$ cat src/rtl/axi_vga_stream_pixel.sv
// Purpose : unpacks AXIDataWidth-bit stream words into RGB565 pixels and generates VGA raster timing.
// Latency : outputs are registered, one cycle behind the raster counters; sync/de/RGB/frame_start stay aligned.
// Backpressure: TREADY only when the word buffer is empty or its last pixel is being consumed; a refill can happen with no bubble.
//
// Ports:
//   clk_i, rst_ni        pixel clock, asynchronous active-low reset
//   enable_i             run enable; low holds the raster at the origin and blanks the outputs
//   S_AXIS_TVALID/TREADY/TDATA  word stream from the clock-crossing FIFO read side, pixel 0 in the LSBs
//   hsync_o, vsync_o, de_o, red_o, green_o, blue_o  VGA pin outputs
//   frame_start_o        one-cycle pulse aligned with the first visible pixel of a frame
//   underflow_o          sticky: a visible pixel slot found no data buffered
module axi_vga_stream_pixel #(
    parameter int   AXIDataWidth = 64,
    parameter int   PixelWidth   = 16,
    parameter int   HVis         = 640,
    parameter int   HFront       = 16,
    parameter int   HSync        = 96,
    parameter int   HBack        = 48,
    parameter int   VVis         = 480,
    parameter int   VFront       = 10,
    parameter int   VSync        = 2,
    parameter int   VBack        = 33,
    parameter logic HSyncPol     = 1'b0,
    parameter logic VSyncPol     = 1'b0
) (
    input  logic                    clk_i,
    input  logic                    rst_ni,
    input  logic                    enable_i,
    input  logic                    S_AXIS_TVALID,
    output logic                    S_AXIS_TREADY,
    input  logic [AXIDataWidth-1:0] S_AXIS_TDATA,
    output logic                    hsync_o,
    output logic                    vsync_o,
    output logic                    de_o,
    output logic [4:0]              red_o,
    output logic [5:0]              green_o,
    output logic [4:0]              blue_o,
    output logic                    frame_start_o,
    output logic                    underflow_o
);

    localparam int PPW  = AXIDataWidth / PixelWidth;
    localparam int HTot = HVis + HFront + HSync + HBack;
    localparam int VTot = VVis + VFront + VSync + VBack;
    localparam int HW   = $clog2(HTot);
    localparam int VW   = $clog2(VTot);
    localparam int IdxW = (PPW > 1) ? $clog2(PPW) : 1;

    localparam logic [HW-1:0]   HLast   = HW'(HTot - 1);
    localparam logic [VW-1:0]   VLast   = VW'(VTot - 1);
    localparam logic [IdxW-1:0] IdxLast = IdxW'(PPW - 1);

    logic [HW-1:0]           h_cnt;
    logic [VW-1:0]           v_cnt;
    logic [31:0]             h_ext;
    logic [31:0]             v_ext;
    logic [AXIDataWidth-1:0] word_buf;
    logic                    buf_valid;
    logic [IdxW-1:0]         idx;
    logic [PixelWidth-1:0]   pix;
    logic                    visible;
    logic                    hs_act;
    logic                    vs_act;
    logic                    consume;
    logic                    idx_last;
    logic                    take;

    // Widen the counters once so every region compare is done at 32 bits;
    // this also keeps sync windows that end exactly at the total well defined.
    assign h_ext = 32'(h_cnt);
    assign v_ext = 32'(v_cnt);

    assign visible  = (h_ext < 32'(HVis)) && (v_ext < 32'(VVis));
    assign hs_act   = (h_ext >= 32'(HVis + HFront)) && (h_ext < 32'(HVis + HFront + HSync));
    assign vs_act   = (v_ext >= 32'(VVis + VFront)) && (v_ext < 32'(VVis + VFront + VSync));
    assign consume  = visible && buf_valid;
    assign idx_last = (idx == IdxLast);

    assign S_AXIS_TREADY = enable_i && (!buf_valid || (consume && idx_last));
    assign take          = S_AXIS_TVALID && S_AXIS_TREADY;

    // Current pixel out of the held word, LSB pixel first.
    always_comb begin
        pix = '0;
        for (int i = 0; i < PPW; i++) begin
            if (idx == IdxW'(i)) begin
                pix = word_buf[i*PixelWidth +: PixelWidth];
            end
        end
    end

    always_ff @(posedge clk_i or negedge rst_ni) begin
        if (!rst_ni) begin
            h_cnt         <= '0;
            v_cnt         <= '0;
            word_buf      <= '0;
            buf_valid     <= 1'b0;
            idx           <= '0;
            hsync_o       <= ~HSyncPol;
            vsync_o       <= ~VSyncPol;
            de_o          <= 1'b0;
            red_o         <= '0;
            green_o       <= '0;
            blue_o        <= '0;
            frame_start_o <= 1'b0;
            underflow_o   <= 1'b0;
        end else if (!enable_i) begin
            // Held at the origin; any partially consumed word is dropped.
            h_cnt         <= '0;
            v_cnt         <= '0;
            buf_valid     <= 1'b0;
            idx           <= '0;
            hsync_o       <= ~HSyncPol;
            vsync_o       <= ~VSyncPol;
            de_o          <= 1'b0;
            red_o         <= '0;
            green_o       <= '0;
            blue_o        <= '0;
            frame_start_o <= 1'b0;
            underflow_o   <= 1'b0;
        end else begin
            if (h_cnt == HLast) begin
                h_cnt <= '0;
                v_cnt <= (v_cnt == VLast) ? '0 : v_cnt + VW'(1);
            end else begin
                h_cnt <= h_cnt + HW'(1);
            end

            // A take only happens with an empty buffer or on the last pixel,
            // so loading the new word always restarts at pixel 0.
            if (take) begin
                word_buf  <= S_AXIS_TDATA;
                buf_valid <= 1'b1;
                idx       <= '0;
            end else if (consume) begin
                if (idx_last) begin
                    idx       <= '0;
                    buf_valid <= 1'b0;
                end else begin
                    idx <= idx + IdxW'(1);
                end
            end

            hsync_o       <= hs_act ? HSyncPol : ~HSyncPol;
            vsync_o       <= vs_act ? VSyncPol : ~VSyncPol;
            de_o          <= visible;
            red_o         <= consume ? pix[15:11] : 5'd0;
            green_o       <= consume ? pix[10:5]  : 6'd0;
            blue_o        <= consume ? pix[4:0]   : 5'd0;
            frame_start_o <= (h_cnt == '0) && (v_cnt == '0);
            // Visible slot with nothing buffered: black pixel, slot not consumed.
            underflow_o   <= underflow_o || (visible && !buf_valid);
        end
    end

endmodule

$ cat config.mk
export PLATFORM = sky130hd
export DESIGN_NAME = axi_vga_stream_pixel
export DESIGN_NICKNAME = d
export VERILOG_FILES = /design/src/rtl/axi_vga_stream_pixel.sv
export SDC_FILE = /design/constraint.sdc
export NUM_CORES = 1
export LEC_CHECK = 0
export ABC_CLOCK_PERIOD_IN_PS = 3000
export CORE_ASPECT_RATIO = 1.25
export CORE_MARGIN = 2
export CORE_UTILIZATION = 40
export DETAILED_ROUTE_END_ITERATION = 12
export SYNTH_ARGS = -nofsm -noshare
export SYNTH_HDL_FRONTEND = slang
export SYNTH_SLANG_ARGS = --single-unit
$ cat constraint.sdc
create_clock -name clk_i -period 3 [get_ports clk_i]
set_input_delay 0.9 -clock clk_i [delete_from_list [all_inputs] [get_ports clk_i]]
set_output_delay 0.9 -clock clk_i [all_outputs]
set_load 0.02 [all_outputs]
==> results list <==
- The run finished with clean final reports.
- Before antenna repair, the detailed router went through 4 iterations.
- For this run the aggregate overflow at the end of global routing stands at 0.
- Cell internal power was estimated by the tool at 0.00284 W.
- Number of hold-slack violations in the final timing report: 0
- Of the total power, combinational logic draws 19.4%.
- Post-synth design cell area: 0.00512 sq mm
* First-pass GRT wire length: 18600 microns
- The repair_antennas step left the layout with diodes totalling 0.
- TritonCTS created 9 clock buffers.
- For this design, the sink count on the clock tree is 108.
- Crit Path Class: in -> out
- Global Route Usage Sum: 17.5%
- The clock reaches the later pin of the worst-skew pair after 0.35 ns.
- Maximum ir drop on the vdd rail: 0.238 mV
- For this design the total switching power over the nets is 0.000949 W.
- Cell at the slowest stage of the critical path: clkdlybuf4s50_1
- Counting flops with an async set or reset pin after synthesis yields a share of 100%.
- In this run the tool buffered the top-level ports with 89 buffer cells.
- Maximum clock frequency: 348 MHz
- Number of DRC markers after the initial detailed-route iteration: 102
- Power per standard cell area: 583 mW/mm^2
- H-tree Lvls: 3
* Synth-to-layout area growth: 27.0%
* Worst stage delay on the critical path: 0.50 ns
* Count of distinct cell types in the synthesized netlist: 51
- The tree is rooted in a clkbuf_16.
- At the pin with the least slew margin, the transition time is 0.502 ns.
- Final setup violation count: 0
* Leak: 2.84 nW
- After clock tree synthesis, the clock-pin slew on the worst setup and hold paths is 0.07 ns.
- Worst Hold Class: in -> async
- Final hold analysis gives a worst-case slack of 0.510 ns.
- Share of synthesized area occupied by flip-flops and latches: 52.9%
* Critical path cell sequence: clkdlybuf4s50_1 -> inv_1 -> nor2_1 -> dlygate4sd2_1
- The share of synthesized area in the top cell type comes to 51.8%.
- Max-Cap Viols: 0
- Unrepaired setup endpoints after global routing: no
* Row count: 46
* Final Net Count: 570
- Register bit total from synthesis: 108
* Die ar.: 0.0137 sq mm
- Routed wire per std cell: 17.2 microns
* Remaining antenna violation count: 0
- Arr. time, crit path: 1.97 ns
* Half-perimeter wire length after detailed placement: 7890 microns
- Post-CTS setup-driven buffer insertion count: 0
- Dividing the detail-routed via count by the number of cells gives 5.11.
- In this run the worst path has a maximum fanout of 2.
- TritonCTS built the clock tree.
- Overall power consumption after layout is estimated at 0.00379 W.
- Total DRC errors in the routed layout: 0
- Measured along the x axis, the die boundary spans 105 microns.
* Post-Route WL: 11500 microns
* Number of antenna violations at the first check in global routing: 0
- Initial core utilization: 40.6%
- Total number of vias: 3406
- Number of pins with negative max-slew slack in the final report: 0
* Largest area contributor in the synthesized netlist: dfrtp_1
* Top flip-flop cell by instance count after synthesis: dfrtp_1
- Synthesis Warnings: 0
* Avg Inst Size Synth: 12.5 sq um
- Required time of the critical path: 2.10 ns
- Setup TNS Final: 0 ns
- Share of cells above drive strength 1: 20.8%
* Via count of the first global-routing pass: 3597
* Maximum number of pins on one net before global-route repair: 61
- Final period demand of the worst path: 2.87 ns
- At the end of routability-driven placement, the weighted congestion stood at 0.836.
- Per report_power, the sequential group accounts for 46.8% of the total.
* Final cycle utilization of the critical path: 95.8%
- Synthesized net count: 485
- For this design, the CTS-stage hold fixing added 0 buffers.
* Core region area: 0.0126 sq mm
* Top-level I/O count: 90
- In this run the tightest slew margin relative to its limit is 66.2%.
- Net switching fraction of the power: 25.1%
- Height of the die: 130 microns
* Number of enable flip-flop cells after synthesis: 0
- The longest clock path from root to sink contains 2 buffers.
- Of the total power, the clock network draws 33.8%.
* Element type at the critical path start: primary input
* Gate count of the mapped netlist: 409
- Area contributors post-synth: dfrtp_1, mux2_4, mux2_2
* Worst Setup End Kind: output port
- Clock skew on the completed layout was measured at 0.00457 ns.
## stage by stage
| step | setup slack, ns | utilization (%) | cell area [sq um] | cells |
|---|---|---|---|---|
| finish | 0.125 | 51.6 | 6500 | 667 |
| global route | 0.0441 | 51.6 | 6500 | 667 |
| CTS | 0.103 | 51.6 | 6500 | 667 |
| detailed placement | -0.178 | 49.0 | 6170 | 651 |
| global placement | -0.168 | 49.0 | 6170 | 651 |
| floorplan | 0.378 | - | 5120 | 409 |
## final cells by class
| type | instances | area (sq um) |
|---|---|---|
| clock buffer | 9 | 225 |
| sequential | 108 | 2710 |
| inverter | 29 | 109 |
| fill | 1081 | 6110 |
| tap | 168 | 210 |
| clock inverter | 7 | 100 |
| timing repair buffer | 101 | 1010 |
| multi-input combinational | 245 | 2130 |
## sequential cells by signal, indices dropped and copies added (netlist names)
name / count
word_buf: 64
h_cnt: 10
v_cnt: 10
green_o: 6
blue_o: 5
red_o: 5
idx: 2
buf_valid: 1
de_o: 1
frame_start_o: 1
hsync_o: 1
underflow_o: 1
vsync_o: 1
## logic make-up after synthesis
logic type      count (synthesis)  synth area share [%]
mux                            66                  18.1
buf+inv                        56                  5.55
fa+ha+maj                       8                  1.96
simple gates                   88                  9.17
flops                         108                  52.9
xor+xnor                        7                  1.20
compound gates                 76                  11.2
## Yosys cell counts (8+ instances only)
cell,n
nand3_1,8
inv_1,29
a211o_1,16
buf_2,8
nor4_1,9
mux2_4,49
clkbuf_1,13
mux2_2,15
a221oi_1,15
nand2_1,25
nor2_1,13
a21oi_1,18
ha_1,8
dfrtp_1,106
## metal layers
metal,routed length (microns),vias to the layer above,GRT usage [%]
met5,0,-,0
met4,141,0,5.88
met3,359,10,4.07
met2,5480,62,28.3
met1,5520,1697,23.5
li1,-,1637,-
## repair_timing
action / 4_1_cts / 5_1_grt
hold endpoints to repair: 0 / 0
resized for setup: 1 / 0
setup endpoints to repair: 1 / 0
## worst max-delay path: cells and delay by family
family | cells | cell delay [ns]
buf+inv | 3 | 0.92
simple gates | 1 | 0.15
## cell usage in the layout, fill, tap and decap left out, types with 4 or more instances in the layout
cell type / n
a211o_1: 16
a21oi_1: 18
a221oi_1: 15
and3_1: 6
buf_4: 10
clkbuf_16: 9
clkdlybuf4s50_1: 87
dfrtp_1: 106
ha_1: 8
inv_1: 29
mux2_2: 15
mux2_4: 49
nand2_1: 25
nand3_1: 8
nand4_1: 6
nor2_1: 12
nor3_1: 4
nor4_1: 9
o31ai_1: 5
xor2_1: 5
## power by group through the flow
stage | combinational [W] | sequential [W] | clock, W
4_1_cts | 0.000744 | 0.00177 | 0.00132
2_1_floorplan | 0.000463 | 0.00179 | 0
3_5_place_dp | 0.000738 | 0.00180 | 0
3_3_place_gp | 0.000727 | 0.00179 | 0
6_report | 0.000733 | 0.00177 | 0.00128
5_1_grt | 0.000794 | 0.00180 | 0.00139
## path summary, 6_finish.rpt
check | startpoint | endpoint | slack (ns) | depth (start not counted)
max in group asynchronous | rst_ni | word_buf[58] | 1.81 | 2
worst min-delay path | rst_ni | h_cnt[1] | 0.51 | 1
min in group clk_i | word_buf[40] | word_buf[40] | 0.51 | 1
worst min register to register | word_buf[40] | word_buf[40] | 0.51 | 1
worst max-delay path | enable_i | S_AXIS_TREADY | 0.13 | 4
worst max register to register | h_cnt[0] | v_cnt[7] | 1.02 | 5
No activity file was read; power rests on OpenSTA's default activity.
